### src/rtl/fetch_stage_pkg.sv
// rtl/fetch_stage_pkg.sv - shared types and constants for the instruction fetch stage
package fetch_stage_pkg;

  localparam int INSN_WIDTH      = 32;
  localparam int WORD_ADDR_WIDTH = 30;

  typedef enum logic [1:0] {
    FS_REQ,
    FS_WAIT,
    FS_DROP
  } fetch_state_t;

  typedef struct packed {
    logic [WORD_ADDR_WIDTH-1:0] addr;
    logic [INSN_WIDTH-1:0]      insn;
  } fetch_entry_t;

endpackage

### src/rtl/fetch_buffer.sv
// rtl/fetch_buffer.sv - small circular FIFO holding fetched {addr, insn} entries
module fetch_buffer #(
  parameter int WIDTH = 62,
  parameter int DEPTH = 2,
  localparam int PW = (DEPTH > 1) ? $clog2(DEPTH) : 1,
  localparam int CW = $clog2(DEPTH + 1)
) (
  input  logic             clk,
  input  logic             rst,
  input  logic             push,
  input  logic [WIDTH-1:0] push_data,
  input  logic             pop,
  input  logic             flush,
  output logic [CW-1:0]    count,
  output logic [WIDTH-1:0] head
);

  logic [WIDTH-1:0] mem [DEPTH];
  logic [PW-1:0]    rd_ptr;
  logic [PW-1:0]    wr_ptr;
  logic             do_push;
  logic             do_pop;

  function automatic logic [PW-1:0] ptr_inc(input logic [PW-1:0] p);
    return (p == PW'(DEPTH - 1)) ? '0 : p + PW'(1);
  endfunction

  // A full buffer still accepts a push when the head leaves in the same cycle.
  assign do_pop  = pop && (count != '0);
  assign do_push = push && ((count != CW'(DEPTH)) || do_pop);
  assign head    = mem[rd_ptr];

  always_ff @(posedge clk) begin
    if (!rst) begin
      rd_ptr <= '0;
      wr_ptr <= '0;
      count  <= '0;
      for (int i = 0; i < DEPTH; i++) mem[i] <= '0;
    end else if (flush) begin
      rd_ptr <= '0;
      wr_ptr <= '0;
      count  <= '0;
    end else begin
      if (do_push) begin
        mem[wr_ptr] <= push_data;
        wr_ptr      <= ptr_inc(wr_ptr);
      end
      if (do_pop) rd_ptr <= ptr_inc(rd_ptr);
      count <= count + CW'(do_push) - CW'(do_pop);
    end
  end

endmodule

### src/rtl/fetch_stage.sv
// rtl/fetch_stage.sv - instruction fetch stage: PC, single-outstanding imem FSM, redirect flush
module fetch_stage
  import fetch_stage_pkg::*;
#(
  parameter int                    ADDR_WIDTH = 32,
  parameter logic [ADDR_WIDTH-1:0] RESET_ADDR = '0,
  parameter int                    BUF_DEPTH  = 2
) (
  input  logic                  clk,
  input  logic                  rst,
  input  logic                  redirect_valid,
  input  logic [ADDR_WIDTH-3:0] redirect_addr,
  output logic                  imem_req_valid,
  input  logic                  imem_req_ready,
  output logic [ADDR_WIDTH-3:0] imem_req_addr,
  input  logic                  imem_rsp_valid,
  input  logic [31:0]           imem_rsp_data,
  output logic                  insn_valid,
  output logic [ADDR_WIDTH-3:0] insn_addr,
  output logic [31:0]           insn,
  input  logic                  out_ready
);

  localparam int WA = ADDR_WIDTH - 2;
  localparam int EW = WA + INSN_WIDTH;
  localparam int CW = $clog2(BUF_DEPTH + 1);

  fetch_state_t  state;
  fetch_state_t  state_nxt;
  logic [WA-1:0] pc;
  logic [WA-1:0] req_addr;
  logic [CW-1:0] count;
  logic [EW-1:0] head;
  logic          room;
  logic          accept;
  logic          push;
  logic          pop;

  // Only REQ can hold an empty slot count, so the buffer count alone reserves the response slot.
  assign room          = count < CW'(BUF_DEPTH);
  assign accept        = imem_req_valid && imem_req_ready;
  assign imem_req_addr = pc;
  assign insn_valid    = (count != '0);
  assign pop           = insn_valid && out_ready;
  assign {insn_addr, insn} = head;

  always_comb begin
    state_nxt      = state;
    imem_req_valid = 1'b0;
    push           = 1'b0;
    case (state)
      FS_REQ: begin
        // Requests are suppressed during a redirect, so a killed accept never occurs here.
        imem_req_valid = rst && !redirect_valid && room;
        if (imem_req_valid && imem_req_ready) state_nxt = FS_WAIT;
      end
      FS_WAIT: begin
        if (imem_rsp_valid) begin
          push      = !redirect_valid;
          state_nxt = FS_REQ;
        end else if (redirect_valid) begin
          state_nxt = FS_DROP;
        end
      end
      FS_DROP: begin
        if (imem_rsp_valid) state_nxt = FS_REQ;
      end
      default: state_nxt = FS_REQ;
    endcase
  end

  always_ff @(posedge clk) begin
    if (!rst) begin
      state    <= FS_REQ;
      pc       <= RESET_ADDR[ADDR_WIDTH-1:2];
      req_addr <= '0;
    end else begin
      state <= state_nxt;
      if (redirect_valid) begin
        pc <= redirect_addr;
      end else if (accept) begin
        pc       <= pc + WA'(1);
        req_addr <= pc;
      end
    end
  end

  fetch_buffer #(
    .WIDTH (EW),
    .DEPTH (BUF_DEPTH)
  ) u_buffer (
    .clk       (clk),
    .rst       (rst),
    .push      (push),
    .push_data ({req_addr, imem_rsp_data}),
    .pop       (pop),
    .flush     (redirect_valid),
    .count     (count),
    .head      (head)
  );

endmodule

### config.mk
export PLATFORM = sky130hd
export DESIGN_NAME = fetch_stage
export DESIGN_NICKNAME = d
export VERILOG_FILES = /design/src/rtl/fetch_stage_pkg.sv /design/src/rtl/fetch_buffer.sv /design/src/rtl/fetch_stage.sv
export SDC_FILE = /design/constraint.sdc
export NUM_CORES = 1
export LEC_CHECK = 0
export CAP_MARGIN = 20
export CORE_MARGIN = 2
export CORE_UTILIZATION = 60
export CTS_CLUSTER_SIZE = 28
export DETAILED_ROUTE_END_ITERATION = 8
export DONT_BUFFER_PORTS = 1
export PLACE_DENSITY = 0.85
export SLEW_MARGIN = 5
export SYNTH_ARGS = -nofsm -noshare
export SYNTH_HDL_FRONTEND = slang
export SYNTH_HIERARCHICAL = 1
export SYNTH_SLANG_ARGS = --single-unit
### constraint.sdc
create_clock -name clk -period 5.2 [get_ports clk]
set_input_delay 0.52 -clock clk [delete_from_list [all_inputs] [get_ports clk]]
set_output_delay 0.52 -clock clk [all_outputs]
set_load 0.01 [all_outputs]
==> results.toml <==
[run_status]
run_status = "finished, final reports clean"

[clock_tree]
cts_buffer_depth = 2
cts_made_buffers = 17
cts_resized = 0
cts_setup_buffers = 0
clk_latency_ns = 0.42
ctsHoldBuffers = 0
cts.sinks = 191
clk_pin_slew_ns = 0.07
root_buffer = "clkbuf_16"
h-tree-depth = 4
cts_tree = "built"

[drt]
vias = 5309
drc = 0
vias_per_cell = 5.892
dr.pass1.iters = 5
wirelength_um = 16680
dr.first_iter.drc_count = 496
antenna_left = 0
wire_per_inst_um = 18.51

[power_and_ir_drop]
p_leak_uw = 0.003304
seq_power_share_pct = 54.5
ir_worst_vdd_uv = 236.9
combPwrFrac_pct = 3.9
power.internal_uw = 2465
pwr-share-clk_pct = 41.5
netSwitchingFraction_pct = 21.44
power.density_nw_per_um2 = 344.4
p_sw_uw = 672.5

[worst_setup_path]
critPathArrivalTime_ns = 3.18
crit_type = "flop to flop"
crit_required_ns = 5.25
end_kind = "flop"
start_kind = "flop"
path_max_fanout = 64

[logic_synthesis]
synthCells = 734
ys_types = 47
postSynthAreaPerCell_um2 = 11.67
yosysSeqAreaShare_pct = 59.13
ys_ff_latch = 191
synth_nets = 805
yosys_warnings = 6
netlist_area_um2 = 8566

[global_route]
gr-total-overflow = 0
grt_max_degree = 73
grt_pass1_wl_um = 26260
grt_pass1_vias = 5033
grt.total_usage_pct = 22.20
antenna_found_initial = 0

[timing]
hold_viol = 0
skew_ns = 0.004368
slew_violations = 0
period_share_pct = 60.17
tightest_slew_ns = 0.9709
min_period_ns = 3.129
grt_setup_unrepaired = "false"
setup_viol = 0
fmax_mhz = 319.6
maxSlewHeadroom_pct = 35.27
finalSetupTns_ns = 0

[final_layout]
mostFrequentLayoutCells = "141 x and2_1, 124 x edfxtp_1, 80 x nand2_1"
final_common_cell = "and2_1"
layout.nets = 779
area_growth_pct = 6.340
drive_gt1_share_pct = 15.26
final_util_pct = 65.37
diodes = 0

[floorplanning]
rows = 43
coreArea_um2 = 13930
dieWidth_um = 123.5
dieArea_um2 = 15250
fp.dieH_um = 123.5
pin_count = 162
start_util_pct = 61.47

[placement]
port_buffers = 0
place_congestion = 0.8580
hpwl_um = 10690

[hold_path]
min_path_type = "input pin to flop"

[run]
drv_cap = 0
-- cells in the mapped netlist, drive strengths merged --
cell type,instances,share of area [%]
o311a,1,0.12
o21ai,11,0.64
and3b,1,0.10
a21oi,50,2.9
xnor2,3,0.31
o41ai,1,0.10
or3b,3,0.34
and3,9,0.66
o21a,5,0.44
a31oi,13,0.95
o211ai,1,0.088
buf,31,3.0
nand2b,4,0.29
nor3,8,0.47
a21o,1,0.088
nor2b,1,0.073
and2,141,10
nor3b,1,0.088
inv,6,0.26
o22ai,12,0.88
a22o,1,0.10
ha,3,0.44
mux2,64,8.4
and4b,1,0.12
a32oi,2,0.20
and4,5,0.51
nor2,15,0.69
o31a,1,0.10
or2,3,0.22
a22oi,3,0.26
nand2,80,3.5
nand4,9,0.66
nand3,15,0.88
nor4,1,0.073
edfxtp,124,43
clkbuf,20,0.88
o31ai,1,0.088
a311o,1,0.12
a221oi,1,0.10
o211a,1,0.12
dfxtp,67,16
xor2,13,1.3
-- routing by layer --
| layer | part of all wire [%] | track usage (%) | vias to the layer above | wire [um] |
|---|---|---|---|---|
| met1 | 43 | 29.70 | 2522 | 7098 |
| met4 | 0.94 | 6.250 | 0 | 157 |
| met2 | 46 | 34.79 | 226 | 7735 |
| met5 | 0 | 0 | - | 0 |
| met3 | 10 | 7.288 | 13 | 1689 |
| li1 | - | - | 2548 | - |
-- metrics by stage --
stage	cell area, um2	hold slack, ns	instances	setup WS (ns)	power [uW]
6_report	9109	0.1691	901	2.071	3137
5_1_grt	9109	0.1501	901	1.853	3243
4_1_cts	9109	0.1512	901	2.043	3156
3_5_place_dp	8516	0.4593	869	2.040	1867
3_3_place_gp	8516	0.4513	869	2.230	1858
2_1_floorplan	8566	0.4401	734	1.756	1837
-- cells by family (layout without fill, tap and decap cells) --
logic type | after synthesis | in the layout | share of synthesized area, %
buf+inv | 57 | 44 | 4.105
flops | 191 | 191 | 59.13
compound gates | 106 | 106 | 7.318
fa+ha+maj | 3 | 3 | 0.4383
simple gates | 297 | 297 | 18.96
xor+xnor | 16 | 16 | 1.636
mux | 64 | 64 | 8.414
-- power by group through the flow --
stage / sequential (uW) / clock (uW) / combinational (uW)
floorplan: 1730 / 0 / 106
global placement: 1740 / 0 / 119
detailed placement: 1740 / 0 / 124
CTS: 1710 / 1320 / 125
global route: 1720 / 1390 / 137
finish: 1710 / 1300 / 124
-- final cells by class --
class	instances	area, um2
sequential	191	5066
fill	1028	4826
multi-input combinational	486	3157
clock buffer	18	429.2
tap	180	225.2
clock inverter	14	163.9
timing repair buffer	6	45.04
inverter	6	22.52
-- worst max-delay path, stage by stage, from the launching register on --
cell and delay [ns]:
dfxtp_1 0.42, or2_2 0.18, and2_1 0.16, or3b_1 0.16
and4b_2 0.89, nand2b_2 0.26, buf_4 0.64
-- path summary, 6_finish.rpt --
path	from	to	slack, ns	cells after the start
min reg2reg	req_addr[9]$_SDFFE_PN0P_	req_addr[9]$_SDFFE_PN0P_	0.47	2
min	imem_rsp_valid	state[1]$_SDFFE_PN0P_	0.17	1
max	u_buffer/count[1]$_SDFF_PP0_	u_buffer/mem[0][5]$_SDFFCE_PN0P_	2.07	6
max reg2reg	u_buffer/count[1]$_SDFF_PP0_	u_buffer/mem[0][5]$_SDFFCE_PN0P_	2.07	6
-- sequential cells by signal (all words and copies together) (netlist names), named ones only --
signal,cells
u_buffer/rd_ptr,1
req_addr,30
imem_req_addr,30
u_buffer/wr_ptr,1
state,2
u_buffer/mem,124
u_buffer/count,2
(Power assumes the default switching activity.)
